## src/rtl/aes_pkg.sv

```systemverilog
// Shared AES-128 definitions: S-box table, GF(2^8) xtime, round-key type, key-bank constants.
// No logic of its own; functions are purely combinational when used.
// No flow control; consumers use these on any cycle.
package aes_pkg;

  typedef logic [127:0] round_key_t;

  localparam int         RK_COUNT  = 11;
  localparam logic [7:0] RCON_INIT = 8'h01;

  // Forward S-box. Entry 0 is the most significant byte of the concatenation.
  localparam logic [0:255][7:0] SBOX = {
    128'h637c777bf26b6fc53001672bfed7ab76,
    128'hca82c97dfa5947f0add4a2af9ca472c0,
    128'hb7fd9326363ff7cc34a5e5f171d83115,
    128'h04c723c31896059a071280e2eb27b275,
    128'h09832c1a1b6e5aa0523bd6b329e32f84,
    128'h53d100ed20fcb15b6acbbe394a4c58cf,
    128'hd0efaafb434d338545f9027f503c9fa8,
    128'h51a3408f929d38f5bcb6da2110fff3d2,
    128'hcd0c13ec5f974417c4a77e3d645d1973,
    128'h60814fdc222a908846eeb814de5e0bdb,
    128'he0323a0a4906245cc2d3ac629195e479,
    128'he7c8376d8dd54ea96c56f4ea657aae08,
    128'hba78252e1ca6b4c6e8dd741f4bbd8b8a,
    128'h703eb5664803f60e613557b986c11d9e,
    128'he1f8981169d98e949b1e87e9ce5528df,
    128'h8ca1890dbfe6426841992d0fb054bb16
  };

  function automatic logic [7:0] sbox(input logic [7:0] b);
    return SBOX[b];
  endfunction

  // Multiply by x in GF(2^8) modulo the AES polynomial.
  function automatic logic [7:0] xtime(input logic [7:0] b);
    return {b[6:0], 1'b0} ^ (b[7] ? 8'h1b : 8'h00);
  endfunction

endpackage

```

## src/rtl/aes_key_step.sv

```systemverilog
// One AES-128 key-expansion round: derives round key r from round key r-1 and rcon.
// Latency: purely combinational, zero cycles.
// Backpressure: none; the output follows the inputs at all times.
// Ports: prev_key (round key r-1, word 0 in [127:96]), rcon (round constant), next_key (round key r).
module aes_key_step (
  input  logic [127:0] prev_key,
  input  logic [7:0]   rcon,
  output logic [127:0] next_key
);
  import aes_pkg::*;

  logic [31:0] w0, w1, w2, w3;
  logic [31:0] rot, sub;
  logic [31:0] w4, w5, w6, w7;

  assign {w0, w1, w2, w3} = prev_key;

  // RotWord moves byte 0 of w3 to the least significant position.
  assign rot = {w3[23:0], w3[31:24]};
  assign sub = {sbox(rot[31:24]), sbox(rot[23:16]), sbox(rot[15:8]), sbox(rot[7:0])};

  assign w4 = w0 ^ sub ^ {rcon, 24'h000000};
  assign w5 = w1 ^ w4;
  assign w6 = w2 ^ w5;
  assign w7 = w3 ^ w6;

  assign next_key = {w4, w5, w6, w7};

endmodule

```

## src/rtl/aes128_key_store.sv

```systemverilog
// Iterative AES-128 key schedule feeding a decryptor: expands one round key per clock into an 11-entry bank.
// Latency: key_load sampled at edge E0 -> keys_valid/done after E10; rd_key is registered, one cycle after rd_idx.
// Backpressure: none; key_load is accepted every cycle and restarts expansion, abandoning any partial schedule.
// Ports: clk, rst (sync, active high), key_in/key_load (new cipher key), busy/keys_valid/done (status),
//        rd_idx/rd_key (indexed read of round keys 0..10, out-of-range indices read as zero).
module aes128_key_store #(
  parameter int NR = 10
) (
  input  logic         clk,
  input  logic         rst,
  input  logic [127:0] key_in,
  input  logic         key_load,
  output logic         busy,
  output logic         keys_valid,
  output logic         done,
  input  logic [3:0]   rd_idx,
  output logic [127:0] rd_key
);
  import aes_pkg::*;

  if (NR != 10) begin : g_nr_check
    $error("aes128_key_store supports only NR=10 (AES-128)");
  end

  localparam logic [1:0] IDLE   = 2'd0;
  localparam logic [1:0] EXPAND = 2'd1;
  localparam logic [1:0] READY  = 2'd2;

  logic [1:0]  state;
  logic [3:0]  cnt;
  logic [7:0]  rcon;
  round_key_t  slot [RK_COUNT];
  round_key_t  prev_key;
  round_key_t  next_key;
  logic [3:0]  prev_idx;

  // Guard the source index so an idle/ready counter value never selects past the bank.
  assign prev_idx = cnt - 4'd1;
  assign prev_key = (prev_idx < 4'(RK_COUNT)) ? slot[prev_idx] : '0;

  aes_key_step u_step (
    .prev_key (prev_key),
    .rcon     (rcon),
    .next_key (next_key)
  );

  always_ff @(posedge clk) begin
    if (rst) begin
      state      <= IDLE;
      cnt        <= 4'd0;
      rcon       <= 8'h00;
      busy       <= 1'b0;
      keys_valid <= 1'b0;
      done       <= 1'b0;
      rd_key     <= '0;
    end else begin
      done   <= 1'b0;
      rd_key <= (rd_idx < 4'(RK_COUNT)) ? slot[rd_idx] : '0;
      // A new key wins over an expansion in flight, from any state.
      if (key_load) begin
        state      <= EXPAND;
        cnt        <= 4'd1;
        rcon       <= RCON_INIT;
        busy       <= 1'b1;
        keys_valid <= 1'b0;
      end else if (state == EXPAND) begin
        cnt  <= cnt + 4'd1;
        rcon <= xtime(rcon);
        if (cnt == 4'(NR)) begin
          state      <= READY;
          busy       <= 1'b0;
          keys_valid <= 1'b1;
          done       <= 1'b1;
        end
      end
    end
  end

  // Key bank carries no reset; its contents are qualified by keys_valid.
  always_ff @(posedge clk) begin
    if (!rst) begin
      if (key_load) begin
        slot[0] <= key_in;
      end else if (state == EXPAND && cnt < 4'(RK_COUNT)) begin
        slot[cnt] <= next_key;
      end
    end
  end

endmodule

```

## config.mk

```make
export PLATFORM = sky130hd
export DESIGN_NAME = aes128_key_store
export DESIGN_NICKNAME = d
export VERILOG_FILES = /design/src/rtl/aes_pkg.sv /design/src/rtl/aes_key_step.sv /design/src/rtl/aes128_key_store.sv
export SDC_FILE = /design/constraint.sdc
export NUM_CORES = 2
export LEC_CHECK = 0
export CORE_UTILIZATION = 63
export CTS_BUF_LIST = sky130_fd_sc_hd__clkbuf_16
export DETAILED_ROUTE_END_ITERATION = 8
export GPL_TIMING_DRIVEN = 1
export PLACE_DENSITY = 0.81
export REMOVE_ABC_BUFFERS = 1
export SETUP_SLACK_MARGIN = 0.2
export SLEW_MARGIN = 5
export SYNTH_ARGS = -nofsm -noshare
export SYNTH_HDL_FRONTEND = slang
export SYNTH_SLANG_ARGS = --single-unit
```

## constraint.sdc

```tcl
create_clock -name clk -period 24.3 [get_ports clk]
set_input_delay 4.86 -clock clk [delete_from_list [all_inputs] [get_ports clk]]
set_output_delay 4.86 -clock clk [all_outputs]
set_load 0.005 [all_outputs]
```

==> metrics.csv <==
stage;metric;value;unit
detailed_routing;post_drt_wl_per_cell;34.4;microns
power;switching_share;34.5;%
sta;slew_headroom;8.29;%
logic_synthesis;synth_seq_cells;1551;
finish;areaGrowthSynthToFinish;10.0;%
global_route;grt_usage;42.7;%
detailed_routing;ant_nets;0;
critical_path;worstPathMaxFanout;66;
floorplan;top_level_ports;266;
detailed_routing;drc_errors;0;
floorplan;die-width;374;microns
sta;fin_crit;9620;ps
clocking;clock-sinks;1551;
clocking;htreeDepth;4;
logic_synthesis;synth_ff_type;edfxtp_1;
run;drv_cap;0;
global_route;grt_pass1_wl;444000;microns
global_route;grt_pass1_vias;67718;
power;vdd_drop_max;85.9;uV
clocking;clock_latency;840;ps
logic_synthesis;synthMuxAreaShare;17.9;%
sta;final_hold_viol_count;0;
sta;maxSlewViolCount;0;
detailed_routing;first_iter_violations;10934;
logic_synthesis;synth_commonest_cells;edfxtp_1, nand2_1, mux4_2, mux2i_1, nor2_1;
logic_synthesis;synth_fa_ha_area_share;0.705;%
logic_synthesis;synth.area.top_cells;edfxtp_1, mux4_2, mux2i_1;
power;clkPwrFrac;31.5;%
sta;setup_viol;0;
sta;fmax;104;MHz
logic_synthesis;synth_xor_xnor_area_share;2.17;%
place;io_buffers;265;
power;power_density;82.4;mW/mm^2
logic_synthesis;synth_top_family_by_area;multiplexers;
detailed_routing;viasPerCell;7.81;
detailed_routing;vias;68782;
floorplan;core_area;0.136;sq mm
power;seq_power_share;38.3;%
floorplan;dieArea;0.140;sq mm
sta;skew;46.7;ps
logic_synthesis;yosysTopAreaCell;edfxtp_1;
sta;tightestPinTransition;1360;ps
place;dp_hpwl;180000;microns
sta;setup_tns;0;ps
clocking;cts_hold_buf;0;
global_route;antenna_found_initial;6;
clocking;cts-buffers-inserted;161;
floorplan;die_h;374;microns
floorplan;initial_utilization;63.9;%
run_status;outcome;finished clean;
power;p_leak;0.0315;uW
place;gp_congestion;1.07;
finish;final_cell_area;0.0957;sq mm
clocking;cts_repair_resize_count;0;
critical_path;required;24760;ps
finish;drive_above_1_share;15.4;%
power;p_sw;2720;uW
floorplan;rows;135;
hold_path;hp-class;reg -> reg;
finish;fillers;8967;
logic_synthesis;yosysUniqueCellTypes;111;
logic_synthesis;syn-cell-area;0.0870;sq mm
place;place_area;0.0904;sq mm
critical_path;worstSetupPathType;reg -> reg;
clocking;post_cts_buffers;0;
power;p_int;5160;uW
sta;rsz0062_at_grt;no;
logic_synthesis;yosys_warnings;0;
global_route;grt-ovfl-total;0;
detailed_routing;detail_route.wirelength;303000;microns
critical_path;start_kind;flop;
logic_synthesis;synth_compound_area_share;15.3;%
power;p_comb_share;30.2;%
clocking;clkTransAtPathRegs;60;ps
finish;nets;7071;
clocking;cts_root_buf;clkbuf_16;
global_route;grt_max_degree;143;
logic_synthesis;synth_top_area_share;48.6;%
sta;finalCritPeriodShare;39.6;%
logic_synthesis;syn_inst;6934;
clocking;cts_max_path_buffers;3;
critical_path;cp.arrival;10080;ps
logic_synthesis;async_flop_share;0;%
critical_path;cp-end-kind;flop;
clocking;cts_tree;yes;
logic_synthesis;synth_edf_count;1408;
logic_synthesis;synth_area_per_cell;12.5;sq um
detailed_routing;first_pass_iters;8;
logic_synthesis;yosysMostFrequentCell;edfxtp_1;
logic_synthesis;synth.yosys.seq_area_share;51.9;%
logic_synthesis;synth-simple-area-share;8.03;%
[area by class of cell]
class	instances	area (sq um)	share of cell area (%)
sequential	1551	45100	47.2
multi-input combinational	4674	38700	40.4
timing repair buffer	456	4210	4.39
clock buffer	164	4100	4.29
tap	1781	2230	2.33
clock inverter	138	1190	1.24
inverter	43	163	0.170
antenna	4	10.0	0.0105
[power groups by stage]
| stage | clock network, uW | registers (uW) | logic, uW |
|---|---|---|---|
| after floorplan | 0 | 3100 | 1560 |
| after global placement | 0 | 3070 | 2260 |
| after detailed placement | 0 | 3080 | 2270 |
| after CTS | 2490 | 3020 | 2290 |
| after global routing | 2590 | 3020 | 2470 |
| final | 2480 | 3020 | 2380 |
[flip-flops by register name (all words and copies together), names as in the netlist]
signal and count:
rcon 8, state 2, done 1, cnt 4
slot 1408, rd_key 128
[cells in the final DEF, fill, tap and decap left out, drive strengths merged, types with 27 or more instances in the layout]
cell type         n
edfxtp         1408
nand2           579
mux4            482
mux2i           449
nor2            428
o21ai           405
a21oi           379
a211oi          362
clkdlybuf4s50   261
buf             195
clkbuf          164
nand3           146
dfxtp           143
nor2b           135
xnor2           132
o22ai           130
nor3            103
inv              88
clkinv           74
a311oi           68
o211ai           67
xor2             63
o311ai           62
a31oi            52
o221ai           49
ha               49
a221oi           42
nand4            32
a2111oi          32
o31ai            29
nor4             27
[per-stage QoR]
stage	utilization (%)	instances	total power (uW)	setup slack, ps	hold WS (ps)
after floorplan	-	6268	4660	-24500	457
after global placement	66.4	8505	5330	14670	470
after detailed placement	66.4	8505	5340	14590	476
after CTS	70.3	8807	7800	15030	492
after global routing	70.3	8809	8080	14430	511
final	70.3	8811	7880	14680	509
[path summary, 6_finish.rpt]
path | startpoint | endpoint | slack (ps) | depth (start not counted)
max | cnt[0] | slot[4][8] | 14680 | 18
min | rcon[6] | rcon[6] | 510 | 2
max reg2reg | cnt[0] | slot[4][8] | 14680 | 18
min reg2reg | rcon[6] | rcon[6] | 510 | 2
[cell families after synthesis]
group | count (synthesis)
buffers and inverters | 709
AOI/OAI and AO/OA | 1936
DFF | 1551
xor gates and xnor gates | 197
muxes | 949
and+or+nand+nor | 1543
adders and majority gates | 49
[per-layer routing]
metal | GRT usage, % | up-vias | wire length (microns)
li1 | - | 27648 | -
met1 | 56.2 | 33937 | 107000
met2 | 66.3 | 5966 | 140000
met3 | 10.3 | 1221 | 38400
met4 | 22.1 | 10 | 17600
met5 | 0 | - | 60
[critical path, cell delays in order (launching register included)]
cell and delay [ps]:
dfxtp_4 670, inv_1 90, buf_4 290, ha_4 790, buf_4 770, buf_4 820
mux4_2 360, mux2i_1 110, o22ai_4 360, buf_4 480, ha_1 710, nor2_1 280
a2111oi_0 800, a211oi_1 110, o311ai_0 630, nor3_1 280, xnor2_2 400, o221ai_1 180
a211oi_2 920
(Power assumes the default switching activity.)
